File: src/rtl/sram_pipe_ctrl_if.sv
// Client/SRAM-side bus of the pipelined SRAM front-end controller.
// The controller takes the slave view; the client/SRAM environment takes the master view.
interface sram_pipe_ctrl_if #(
  parameter int unsigned ADDR_WIDTH = 3,
  parameter int unsigned DATA_WIDTH = 32
);
  logic                  memctrl_enable;
  logic                  memctrl_rw;
  logic [ADDR_WIDTH-1:0] memctrl_addr;
  logic [DATA_WIDTH-1:0] memctrl_write_data;
  logic [DATA_WIDTH-1:0] sram_out_data;
  logic                  dat_ready;
  logic [DATA_WIDTH-1:0] memctrl_out_data;
  logic                  sram_enable;
  logic                  sram_rw;
  logic [DATA_WIDTH-1:0] sram_write_data;
  logic [ADDR_WIDTH-1:0] sram_addr;

  modport slave (
    input  memctrl_enable, memctrl_rw, memctrl_addr, memctrl_write_data, sram_out_data,
    output dat_ready, memctrl_out_data, sram_enable, sram_rw, sram_write_data, sram_addr
  );

  modport master (
    output memctrl_enable, memctrl_rw, memctrl_addr, memctrl_write_data, sram_out_data,
    input  dat_ready, memctrl_out_data, sram_enable, sram_rw, sram_write_data, sram_addr
  );
endinterface

File: src/rtl/sram_pipe_ctrl.sv
// Fully pipelined single-port SRAM front end: registered request issue, two-stage
// read-pending tracking, registered read return with a one-cycle dat_ready strobe.
module sram_pipe_ctrl #(
  parameter int unsigned ADDR_WIDTH = 3,
  parameter int unsigned DATA_WIDTH = 32
) (
  input  logic               clock,
  input  logic               reset,
  sram_pipe_ctrl_if.slave    bus
);

  logic                  sram_enable_q;
  logic                  sram_rw_q;
  logic [ADDR_WIDTH-1:0] sram_addr_q;
  logic [DATA_WIDTH-1:0] sram_write_data_q;
  logic                  pend1_q;
  logic                  pend2_q;
  logic                  dat_ready_q;
  logic [DATA_WIDTH-1:0] out_data_q;

  always_ff @(posedge clock) begin
    if (!reset) begin
      sram_enable_q     <= 1'b0;
      sram_rw_q         <= 1'b0;
      sram_addr_q       <= '0;
      sram_write_data_q <= '0;
      pend1_q           <= 1'b0;
      pend2_q           <= 1'b0;
      dat_ready_q       <= 1'b0;
      out_data_q        <= '0;
    end else begin
      sram_enable_q <= bus.memctrl_enable;
      // Address and write data hold while idle so the SRAM port stays quiet.
      if (bus.memctrl_enable) begin
        sram_rw_q         <= bus.memctrl_rw;
        sram_addr_q       <= bus.memctrl_addr;
        sram_write_data_q <= bus.memctrl_write_data;
      end else begin
        sram_rw_q <= 1'b0;
      end
      pend1_q     <= bus.memctrl_enable & ~bus.memctrl_rw;
      pend2_q     <= pend1_q;
      dat_ready_q <= pend2_q;
      if (pend2_q) begin
        out_data_q <= bus.sram_out_data;
      end
    end
  end

  assign bus.sram_enable      = sram_enable_q;
  assign bus.sram_rw          = sram_rw_q;
  assign bus.sram_addr        = sram_addr_q;
  assign bus.sram_write_data  = sram_write_data_q;
  assign bus.dat_ready        = dat_ready_q;
  assign bus.memctrl_out_data = out_data_q;

endmodule

File: src/flat_wrapper.sv
// flat-port wrapper written by rule: the top's interface ports become plain ports
module sram_pipe_ctrl_flat 
#(
  parameter int unsigned ADDR_WIDTH = 3,
  parameter int unsigned DATA_WIDTH = 32
)
  (clock, reset, bus_memctrl_enable, bus_memctrl_rw, bus_memctrl_addr, bus_memctrl_write_data, bus_sram_out_data, bus_dat_ready, bus_memctrl_out_data, bus_sram_enable, bus_sram_rw, bus_sram_write_data, bus_sram_addr);
  sram_pipe_ctrl_if #(.ADDR_WIDTH(ADDR_WIDTH), .DATA_WIDTH(DATA_WIDTH)) bus_i ();
  input  logic clock;
  input  logic reset;
  input wire logic [$bits(bus_i.memctrl_enable)-1:0] bus_memctrl_enable;
  input wire logic [$bits(bus_i.memctrl_rw)-1:0] bus_memctrl_rw;
  input wire logic [$bits(bus_i.memctrl_addr)-1:0] bus_memctrl_addr;
  input wire logic [$bits(bus_i.memctrl_write_data)-1:0] bus_memctrl_write_data;
  input wire logic [$bits(bus_i.sram_out_data)-1:0] bus_sram_out_data;
  output wire logic [$bits(bus_i.dat_ready)-1:0] bus_dat_ready;
  output wire logic [$bits(bus_i.memctrl_out_data)-1:0] bus_memctrl_out_data;
  output wire logic [$bits(bus_i.sram_enable)-1:0] bus_sram_enable;
  output wire logic [$bits(bus_i.sram_rw)-1:0] bus_sram_rw;
  output wire logic [$bits(bus_i.sram_write_data)-1:0] bus_sram_write_data;
  output wire logic [$bits(bus_i.sram_addr)-1:0] bus_sram_addr;
  assign bus_i.memctrl_enable = bus_memctrl_enable;
  assign bus_i.memctrl_rw = bus_memctrl_rw;
  assign bus_i.memctrl_addr = bus_memctrl_addr;
  assign bus_i.memctrl_write_data = bus_memctrl_write_data;
  assign bus_i.sram_out_data = bus_sram_out_data;
  assign bus_dat_ready = bus_i.dat_ready;
  assign bus_memctrl_out_data = bus_i.memctrl_out_data;
  assign bus_sram_enable = bus_i.sram_enable;
  assign bus_sram_rw = bus_i.sram_rw;
  assign bus_sram_write_data = bus_i.sram_write_data;
  assign bus_sram_addr = bus_i.sram_addr;
  sram_pipe_ctrl #(.ADDR_WIDTH(ADDR_WIDTH), .DATA_WIDTH(DATA_WIDTH)) u_core (.clock(clock), .reset(reset), .bus(bus_i));
endmodule
File: config.mk
export PLATFORM = sky130hd
export DESIGN_NAME = sram_pipe_ctrl_flat
export DESIGN_NICKNAME = d
export VERILOG_FILES = /design/src/rtl/sram_pipe_ctrl_if.sv /design/src/rtl/sram_pipe_ctrl.sv /design/src/flat_wrapper.sv
export SDC_FILE = /design/constraint.sdc
export NUM_CORES = 1
export LEC_CHECK = 0
export BUFFER_PORTS_ARGS = -buffer_cell sky130_fd_sc_hd__buf_2
export CAP_MARGIN = 15
export CORE_ASPECT_RATIO = 1.75
export CORE_UTILIZATION = 31
export CTS_CLUSTER_SIZE = 10
export DETAILED_ROUTE_END_ITERATION = 10
export GPL_ROUTABILITY_DRIVEN = 1
export SLEW_MARGIN = 15
export SYNTH_ARGS = -nofsm -noshare
export SYNTH_HDL_FRONTEND = slang
export SYNTH_SLANG_ARGS = --single-unit
export TNS_END_PERCENT = 5
File: constraint.sdc
create_clock -name clock -period 1.2 [get_ports clock]
set_input_delay 0.06 -clock clock [delete_from_list [all_inputs] [get_ports clock]]
set_output_delay 0.06 -clock clock [all_outputs]
set_load 0.1 [all_outputs]
* Yosys cells after proc, flatten, opt, wreduce, memory -nomap -nowiden
Cells that the tools add are included.
** Word-level totals
- Register bits :: 72
- Word-level logic and storage cells :: 11
** Cells by class
- Bitwise logic cells :: 2
- Reduce and logical (&&, ||, !) cells :: 1
** Operators with widths (count)
- $reduce_and 2->1 :: 1
- $and 1x1->1 :: 1
- $not 1->1 :: 1

* Longest topological paths before layout
Gate-level depths: netlist of run 1.
- Depth in word-level cells :: 2
- Mapped depth :: 4
- Mapped depth without buffers :: 2

* Least setup slack after synthesis of run 1
Ideal clock, no wire load.
- Kind :: register to register
- Start :: reg, netlist name u_core.bus.memctrl_out_data[0]
- End :: reg u_core.out_data_q[0] (netlist: u_core.bus.memctrl_out_data[0])
- Library setup time :: 67 ps
- Arrival time :: 1194 ps
- Data required time :: 1133 ps
- Path slack :: -61 ps
- Stages on the path, launching flop included :: 3
- Path buffers :: 0
- Path through :: dfxtp_1 -> mux2i_1 -> nor2b_1
** RTL lines
- to (signal assigned) :: RTL line sram_pipe_ctrl.sv:45 : out_data_q <= bus.sram_out_data;
- to (decl) :: RTL line sram_pipe_ctrl.sv:19 : logic [DATA_WIDTH-1:0] out_data_q;

* Worst setup path in the final report of run 1
- Start :: reg u_core.out_data_q[9] (netlist: u_core.bus.memctrl_out_data[9])
- End :: out bus_memctrl_out_data[9]
** RTL lines
- to (decl) :: RTL line flat_wrapper.sv:17 : output wire logic [$bits(bus_i.memctrl_out_data)-1:0] bus_memctrl_out_data;
No word-level cell between the ends.

==> results.md, run 1 <==
* Post-synthesis sequential area ratio at 53.2%
* CTS tree: built
* First-pass GRT wire length at 9970 um
* Synthesis Warnings at 0
* Routability-driven placement congestion ratio at 0.696
* Slew HR at 67.0%
* Hold depth at 3
* Max Slew Vio Count at 0
* Layout cells sized above 1 at 37.8%
* RSZ-0062 raised after global routing: no
* Antenna fix cells at 0
* Die outline area at 9130 um2
* Clk buf depth at 2
* Synth unique cells at 12
* Vias in the first global route at 2204
* Total power at 6220 uW
* Most frequently used flop master after synthesis: dfxtp_1
* Worst Clk Skew at 0.00348 ns
* Max Cap Viol at 0
* Register Area at 1450 um2
* Root Buffer: clkbuf_16
* Core area at 8370 um2
* CP delay by family, top: buffers and inverters
* Synth-to-layout area growth at 62.5%
* # clock sinks at 72
* Total CTS buffers at 9
* Post-synth EDFFs at 0
* Area occupied by multi-input gates at 1130 um2
* Final hold viol count at 0
* GR Util All Layers at 14.8%
* Initial Utilization at 32.4%
* Io pins at 141
* Final Net Count at 500
* Reg2reg path depth at 3
* Mapped Area at 2710 um2
* CP Capture Type: primary output
* Buf/Inv on CP at 1
* Vias after detailed routing at 2280
* Max FO, Critical Path at 2
* Crit path kind: reg2out
* Slowest CP cell: buf_2
* Worst path max stage delay at 0.43 ns
* CTS H-Tree Depth at 3
* Final Setup Violations at 0
* Antenna Nets Post-Route at 0
* Reg clk slew, reported paths at 0.05 ns
* Final worst path period share at 96.5%
* Critical path arrival at 1.10 ns
* Leakage power at 0.00204 uW
* Flops & latches, synth at 72
* Count leader, synth: dfxtp_1
* Placed Instances at 472
* Worst setup SP type: flip-flop
* Post-CTS Setup Bufs at 0
* DR WL/cell at 12.1 um
* Maximum vdd ir drop at 769 uV
* Horiz. Die Dim at 72.6 um
* First DRT Iteration DRCs at 66
* CP cell instances: buf_2
* Clock latency on the worst-skew pair at 0.33 ns
* CP Data Required Time at 1.14 ns
* Slew @ Worst Pin at 0.499 ns
* Most frequent cells after synthesis: dfxtp_1 (72), mux2i_1 (67), nor2b_1 (67), clkbuf_1 (6), buf_6 (4)
* Pin count of the biggest net entering global routing at 35
* TritonRoute pass-1 iters at 4
* Cell area power density at 1410 nW/um2
* Share of the synthesized area in the top cell type at 53.2%
* Cell taking the most area after synthesis: dfxtp_1
* Post-synthesis net count at 297
* Status: finished, final reports clean
* Detailed Place HPWL at 4170 um
* Crit path depth at 1
* Asr flop ratio synth at 0%
* Gate Count Post-Synth at 226
* Worst hold path class: in2reg
* # port buffers at 140
* Row cnt at 44
* Fmax at 0.863 GHz
* Initial antenna violation count at 0
* Setup Slack @ Placement at 0.222 ns
* Final WL at 6630 um
* Fin cells at 549
* Final worst slack at 0.0419 ns
* Synth top area cells: dfxtp_1 (53%), mux2i_1 (25%), nor2b_1 (15%), buf_12 (2.2%), buf_6 (1.7%)
* Die Span Y at 126 um
* DR DRC count at 0
* Syn avg cell area at 12.0 um2
* Fillers at 768
* Final min period at 1.16 ns
* Vias per cell at 4.15
* Grt total ovfl at 0
==> per-stage QoR <==
stage / setup TNS (ns) / instance area [um2] / hold slack, ns / util [%]
finish: 0 / 4400 / 0.00456 / 52.6
global route: 0 / 4400 / 0.00619 / 52.6
floorplan: -3.89 / 2710 / 0.207 / -
CTS: 0 / 4350 / 0.000197 / 52.0
detailed placement: 0 / 3500 / 0.324 / 41.8
global placement: 0 / 3500 / 0.316 / 41.8
==> cells in the final DEF, fill, tap and decap left out, drive strengths merged <==
cell type | Yosys | layout
and2 | 3 | 3
and2b | 1 | 1
and3 | 1 | 1
clkbuf | 6 | 25
clkinv | 0 | 3
mux2i | 67 | 67
dfxtp | 72 | 72
dlygate4sd3 | 0 | 61
buf | 9 | 134
nor2b | 67 | 67
==> report_power, final <==
part / leakage [uW] / internal, uW / total, uW / switching [uW]
logic: 0.00132 / 434 / 1360 / 925
clock network: 0.000128 / 1400 / 2320 / 921
registers: 0.000591 / 2490 / 2540 / 46.9
total: 0.00204 / 4320 / 6220 / 1890
==> worst paths after layout <==
kind	startpoint	endpoint	slack [ns]
setup / recovery	u_core.bus.memctrl_out_data[9]	bus_memctrl_out_data[9]	0.04
setup reg to reg	u_core.pend2_q	u_core.bus.memctrl_out_data[5]	0.22
hold / removal	bus_memctrl_write_data[9]	u_core.bus.sram_write_data[9]	0.005
hold reg to reg	u_core.pend1_q	u_core.pend2_q	0.44
==> flip-flops by register name, summed over array words and instances (netlist names) <==
register / cells
u_core.pend1_q: 1
u_core.bus.sram_addr: 3
u_core.bus.sram_rw: 1
u_core.pend2_q: 1
u_core.bus.sram_enable: 1
u_core.bus.memctrl_out_data: 32
u_core.bus.dat_ready: 1
u_core.bus.sram_write_data: 32
==> area by class of cell <==
cell class	instances	area share (%)
multi-input combinational	139	25.6
timing repair buffer	207	32.4
clock inverter	3	0.427
clock buffer	13	5.46
tap	115	3.27
sequential	72	32.9
==> layer usage <==
metal	global-route usage, %	vias to the layer above	wire length [um]
met5	0	-	0
met4	8.54	0	207
met2	25.4	89	3470
li1	-	1151	-
met3	5.76	16	365
met1	14.7	1024	2590
==> logic make-up after synthesis <==
| kind of cell | count (synthesis) | share of synthesized area [%] |
|---|---|---|
| muxes | 67 | 24.8 |
| and+or+nand+nor | 72 | 16.8 |
| buffers and inverters | 15 | 5.18 |
| DFF | 72 | 53.2 |
==> repair_timing <==
| action | 4_1_cts | 5_1_grt |
|---|---|---|
| gates resized for setup | 0 | 12 |
| hold buffers | 59 | 2 |
| endpoints found under the hold margin | 59 | 2 |
| setup endpoints to repair | 0 | 12 |
==> tightest hold or removal path, cell delays in order <==
cell     delay, ns
buf_2         0.08
mux2i_1       0.06
nor2b_1       0.09
Note: power is estimated with default switching activity, not from simulation.
==> inputs of run 2 (changes only) <==
Settings changed: RECOVER_POWER set to 25.
==> results.md, run 2 (same netlist as run 1, synthesis figures left out) <==
* TritonRoute pass-1 iters at 4 (unchanged)
* Horiz. Die Dim at 72.6 um (unchanged)
* CP delay by family, top: buffers and inverters
* Final worst slack at 0.0419 ns (+0.00000270 ns)
* Grt total ovfl at 0 (unchanged)
* Clock latency on the worst-skew pair at 0.33 ns (about the same)
* Synth-to-layout area growth at 62.1%
* Vias after detailed routing at 2279 (-0.044%)
* # clock sinks at 72 (unchanged)
* First DRT Iteration DRCs at 63 (-4.5%)
* Core area at 8370 um2 (unchanged)
* CP cell instances: buf_2
* Leakage power at 0.00204 uW (about the same)
* Max FO, Critical Path at 2 (unchanged)
* Met3 Use GR at 5.76% (unchanged)
* Worst path max stage delay at 0.43 ns (about the same)
* Worst setup SP type: flip-flop
* Layout cells sized above 1 at 37.3% (-0.46 points)
* Row cnt at 44 (unchanged)
* Antenna fix cells at 0 (unchanged)
* CP Capture Type: primary output
* Internal reg-to-reg setup slack at 0.22 ns (about the same)
* Reg2reg end: u_core.bus.memctrl_out_data[5]
* DR WL/cell at 12.1 um (about the same)
* Slowest CP cell: buf_2
* Vias in the first global route at 2204 (unchanged)
* Die Span Y at 126 um (unchanged)
* Root Buffer: clkbuf_16
* Max Slew Vio Count at 0 (unchanged)
* Initial Utilization at 32.4% (unchanged)
* Maximum vdd ir drop at 765 uV (-0.43%)
* Hold depth at 3 (unchanged)
* Detailed Place HPWL at 4170 um (unchanged)
* Slew HR at 39.2% (-28 points)
* Routability-driven placement congestion ratio at 0.696 (unchanged)
* CTS tree: built
* Met2 usage at 25.4% (unchanged)
* GR Util All Layers at 14.8% (unchanged)
* Cell area power density at 1410 nW/um2 (+0.14%)
* Commonest cells after routing, fill and taps aside: buf_2 (127), dfxtp_1 (68), mux2i_1 (67), nor2b_1 (67), dlygate4sd3_1 (61)
* Hold Path End: u_core.bus.sram_write_data[9]
* Worst Clk Skew at 0.00336 ns (-0.000115 ns)
* Final WL at 6630 um (about the same)
* Buf/Inv on CP at 1 (unchanged)
* # port buffers at 140 (unchanged)
* Crit path kind: reg2out
* Status: finished, final reports clean
* CP Data Required Time at 1.14 ns (about the same)
* Fmax at 0.863 GHz (about the same)
* DR DRC count at 0 (unchanged)
* Final hold viol count at 0 (unchanged)
* CTS H-Tree Depth at 3 (unchanged)
* Setup Slack @ Placement at 0.222 ns (unchanged)
* Final Setup Violations at 0 (unchanged)
* First-pass GRT wire length at 9970 um (unchanged)
* Worst hold path class: in2reg
* Max Cap Viol at 0 (unchanged)
* Initial antenna violation count at 0 (unchanged)
* Clk buf depth at 2 (unchanged)
* Critical path arrival at 1.10 ns (about the same)
* Die outline area at 9130 um2 (unchanged)
* RSZ-0062 raised after global routing: no
* Final worst path period share at 96.5% (about the same)
* Final min period at 1.16 ns (-0.00000270 ns)
* Reg2reg path depth at 3 (unchanged)
* Total CTS buffers at 9 (unchanged)
* Commonest non-fill, non-tap cell in the layout: buf_2
* Reg-to-reg critical path startpoint: u_core.pend2_q
* Slew @ Worst Pin at 0.912 ns (+0.413 ns)
* Io pins at 141 (unchanged)
* M1 GR Usage at 14.7% (unchanged)
* Pin count of the biggest net entering global routing at 35 (unchanged)
* Final Net Count at 500 (unchanged)
* Reg clk slew, reported paths at 0.05 ns (about the same)
* Antenna Nets Post-Route at 0 (unchanged)
* Hold path start: bus_memctrl_write_data[9]
* Layout Utilization at 52.5% (-0.12 points)
* Vias per cell at 4.15 (about the same)
* GR peak layer: met2
## run 2: cell count changes in the layout (fill, tap and decap cells not counted), sizes merged
| cell | delta |
|---|---|
| dlymetal6s4s | +1 |
| clkbuf | +1 |
| buf | -2 |
## run 2: through the flow
step / std cells / total power, uW / TNS (ns) / hold slack (ns) / area (um2)
after floorplan: 226 / 3540 / -3.89 / 0.207 / 2710
after global placement: 472 / 3780 / 0 / 0.316 / 3500
after CTS: 547 / 6300 / 0 / 0.000197 / 4350
after global routing: 549 / 6500 / 0 / 0.00619 / 4390
after detailed placement: 472 / 3790 / 0 / 0.324 / 3500
final: 549 / 6210 / 0 / 0.00456 / 4390
## run 2: metal layers
| layer | wire length (um) | vias up | part of all wire (%) |
|---|---|---|---|
| met1 | 2580 | 1023 | 39 |
| met3 | 365 | 16 | 5.5 |
| met5 | 0 | - | 0 |
| met2 | 3470 | 89 | 52 |
| li1 | - | 1151 | - |
| met4 | 207 | 0 | 3.1 |
## run 2: cell type report
type | count | area [um2]
flip-flops and latches | 72 | 1450
repair buffers | 207 | 1420
multi-input cells | 139 | 1120
fillers | 769 | 3980
well taps | 115 | 144
clock buffers | 13 | 240
clock inverters | 3 | 18.8
## run 2: worst max-delay path by stage
stage / start / to / slack (ns) / cells past startpoint
floorplan: u_core.bus.memctrl_out_data[12] / u_core.bus.memctrl_out_data[12] / -0.06 / 2
global placement: u_core.pend2_q / u_core.bus.memctrl_out_data[0] / 0.23 / 3
detailed placement: u_core.pend2_q / u_core.bus.memctrl_out_data[5] / 0.22 / 3
CTS: u_core.bus.sram_write_data[24] / bus_sram_write_data[24] / 0.002 / 1
global route: u_core.bus.memctrl_out_data[7] / bus_memctrl_out_data[7] / 0.00004 / 1
finish: u_core.bus.memctrl_out_data[9] / bus_memctrl_out_data[9] / 0.04 / 1
## run 2: repair_timing
item,4_1_cts,5_1_grt
hold buffers,59,2
endpoints found under the hold margin,59,2
setup endpoints to repair,0,12
setup buffers,0,0
resized for setup,0,12
## run 2: where the power goes
part	switching, uW	internal [uW]	total (uW)	leakage (uW)
Sequential	46.9	2490	2540	0.000591
Clock	922	1400	2320	0.000128
Combinational	923	430	1350	0.00132
==> inputs of run 3 (changes only) <==
Clock period 1.2 ns to 1.5 ns, I/O delays scaled along.
==> results.md, run 3 (same netlist as run 1, synthesis figures left out) <==
* Status: finished, final reports clean
* Initial Utilization at 32.4% (unchanged)
* Slowest CP cell: buf_2
* Initial antenna violation count at 0 (unchanged)
* # clock sinks at 72 (unchanged)
* Max Slew Vio Count at 0 (unchanged)
* Hold path start: bus_memctrl_write_data[27]
* Final Net Count at 462 (-7.6%)
* Fin cells at 511 (-6.9%)
* Worst Clk Skew at 0.00255 ns (-0.000812 ns)
* Max Cap Viol at 0 (unchanged)
* Antenna Nets Post-Route at 0 (unchanged)
* Die Span Y at 126 um (unchanged)
* Total power at 5240 uW (-16%)
* CTS H-Tree Depth at 3 (unchanged)
* First DRT Iteration DRCs at 51 (-19%)
* Placed Instances at 471 (-0.21%)
* TritonRoute pass-1 iters at 4 (unchanged)
* Pin count of the biggest net entering global routing at 38 (+8.6%)
* Io pins at 141 (unchanged)
* Crit path kind: reg2out
* Vias per cell at 4.21 (+1.4%)
* CTS tree: built
* Synth-to-layout area growth at 48.5%
* Final worst path period share at 79.7%
* Worst setup SP type: flip-flop
* Cell area power density at 1300 nW/um2 (-7.9%)
* Core area at 8370 um2 (unchanged)
* Final WL at 6020 um (-9.2%)
* Buf/Inv on CP at 1 (unchanged)
* CP Capture Type: primary output
* CP cell instances: buf_2
* DR WL/cell at 11.8 um (-2.4%)
* Final hold viol count at 0 (unchanged)
* Final Setup Violations at 0 (unchanged)
* GR Util All Layers at 13.5% (-1.2 points)
* Max FO, Critical Path at 2 (unchanged)
* Post-CTS Setup Bufs at 0 (unchanged)
* Detailed Place HPWL at 4110 um (-1.5%)
* Root Buffer: clkbuf_16
* Slew @ Worst Pin at 0.835 ns (-0.0761 ns)
* RSZ-0062 raised after global routing: no
* Horiz. Die Dim at 72.6 um (unchanged)
* CP delay by family, top: buffers and inverters
* Antenna fix cells at 0 (unchanged)
* Total CTS buffers at 9 (unchanged)
* Grt total ovfl at 0 (unchanged)
* Slew HR at 44.3% (+5.1 points)
* Maximum vdd ir drop at 541 uV (-29%)
* Critical Path Start: u_core.bus.sram_write_data[30]
* Fmax at 0.836 GHz
* Final min period at 1.20 ns
* Reg clk slew, reported paths at 0.06 ns (about the same)
* Leakage power at 0.00189 uW (-7.3%)
* Worst hold path class: in2reg
* CP Data Required Time at 1.42 ns (+0.28 ns)
* Hold_ws at 0.0127 ns (+0.00809 ns)
* Vias after detailed routing at 2151 (-5.6%)
* Worst path max stage delay at 0.44 ns (about the same)
* Commonest non-fill, non-tap cell in the layout: buf_2
* Die outline area at 9130 um2 (unchanged)
* Reg-to-reg critical path startpoint: u_core.pend2_q
* Routability-driven placement congestion ratio at 0.707 (+1.5%)
* DR DRC count at 0 (unchanged)
* Sum Neg Setup Slack at 0 ns (unchanged)
* Vias in the first global route at 2119 (-3.9%)
* Row cnt at 44 (unchanged)
* # port buffers at 140 (unchanged)
* Critical path arrival at 1.12 ns (+0.02 ns)
* Clock latency on the worst-skew pair at 0.32 ns (about the same)
* Layout cells sized above 1 at 40.2% (+2.8 points)
* Commonest cells after routing, fill and taps aside: buf_2 (139), dfxtp_1 (71), mux2i_1 (67), nor2b_1 (67), dlygate4sd3_1 (24)
* First-pass GRT wire length at 9250 um (-7.3%)
* Clk buf depth at 2 (unchanged)
==> run 3: cell types whose count changed in the layout (fill, tap and decap cells not counted), moves of 3 or more <==
| cell | before | now |
|---|---|---|
| buf_2 | 127 | 139 |
| dfxtp_1 | 68 | 71 |
| clkbuf_4 | 12 | 0 |
| dlygate4sd3_1 | 61 | 24 |
| dfxtp_2 | 4 | 1 |
==> run 3: worst paths after layout <==
check	to	slack, ns	cells after the start
worst max-delay path	bus_sram_write_data[30]	0.30	1
worst max register to register	u_core.bus.memctrl_out_data[31]	0.51	3
worst min register to register	u_core.pend2_q	0.43	1
worst min-delay path	u_core.bus.sram_write_data[27]	0.01	3
==> run 3: per-layer routing <==
metal  GRT usage (%)  up-vias  part of all wire [%]
met1            12.2      966                    38
met2            24.5       92                    52
met3            5.04       16                   7.1
met4            8.54        0                   3.3
met5               0        -                     0
li1                -     1077                     -
==> run 3: through the flow <==
stage | cell area, um2 | util, % | setup WS [ns]
floorplan | 2710 | - | 0.239
global placement | 3490 | 41.7 | 0.538
detailed placement | 3490 | 41.7 | 0.520
CTS | 4040 | 48.3 | 0.288
global route | 4020 | 48.0 | 0.182
finish | 4020 | 48.0 | 0.304
==> run 3: worst min-delay path: cells and delay by family <==
| family | cells | cell delay (ns) |
|---|---|---|
| buffers and inverters | 1 | 0.07 |
| multiplexers | 1 | 0.05 |
| AND/OR/NAND/NOR | 1 | 0.10 |
==> run 3: repair_timing <==
| action | 4_1_cts | 5_1_grt |
|---|---|---|
| resized for setup | 0 | 0 |
| hold buffers | 24 | 0 |
| endpoints found under the hold margin | 24 | 0 |
==> run 3: where the power goes <==
| group | switching (uW) | total [uW] | internal (uW) |
|---|---|---|---|
| Sequential | 38.0 | 2030 | 1990 |
| Combinational | 721 | 991 | 270 |
| Clock | 763 | 2220 | 1460 |
==> run 3: cell type report <==
type | count | area, um2
timing repair buffer | 169 | 996
clock buffer | 11 | 233
fill | 828 | 4350
tap | 115 | 144
multi-input combinational | 139 | 1120
sequential | 72 | 1440
clock inverter | 5 | 81.3
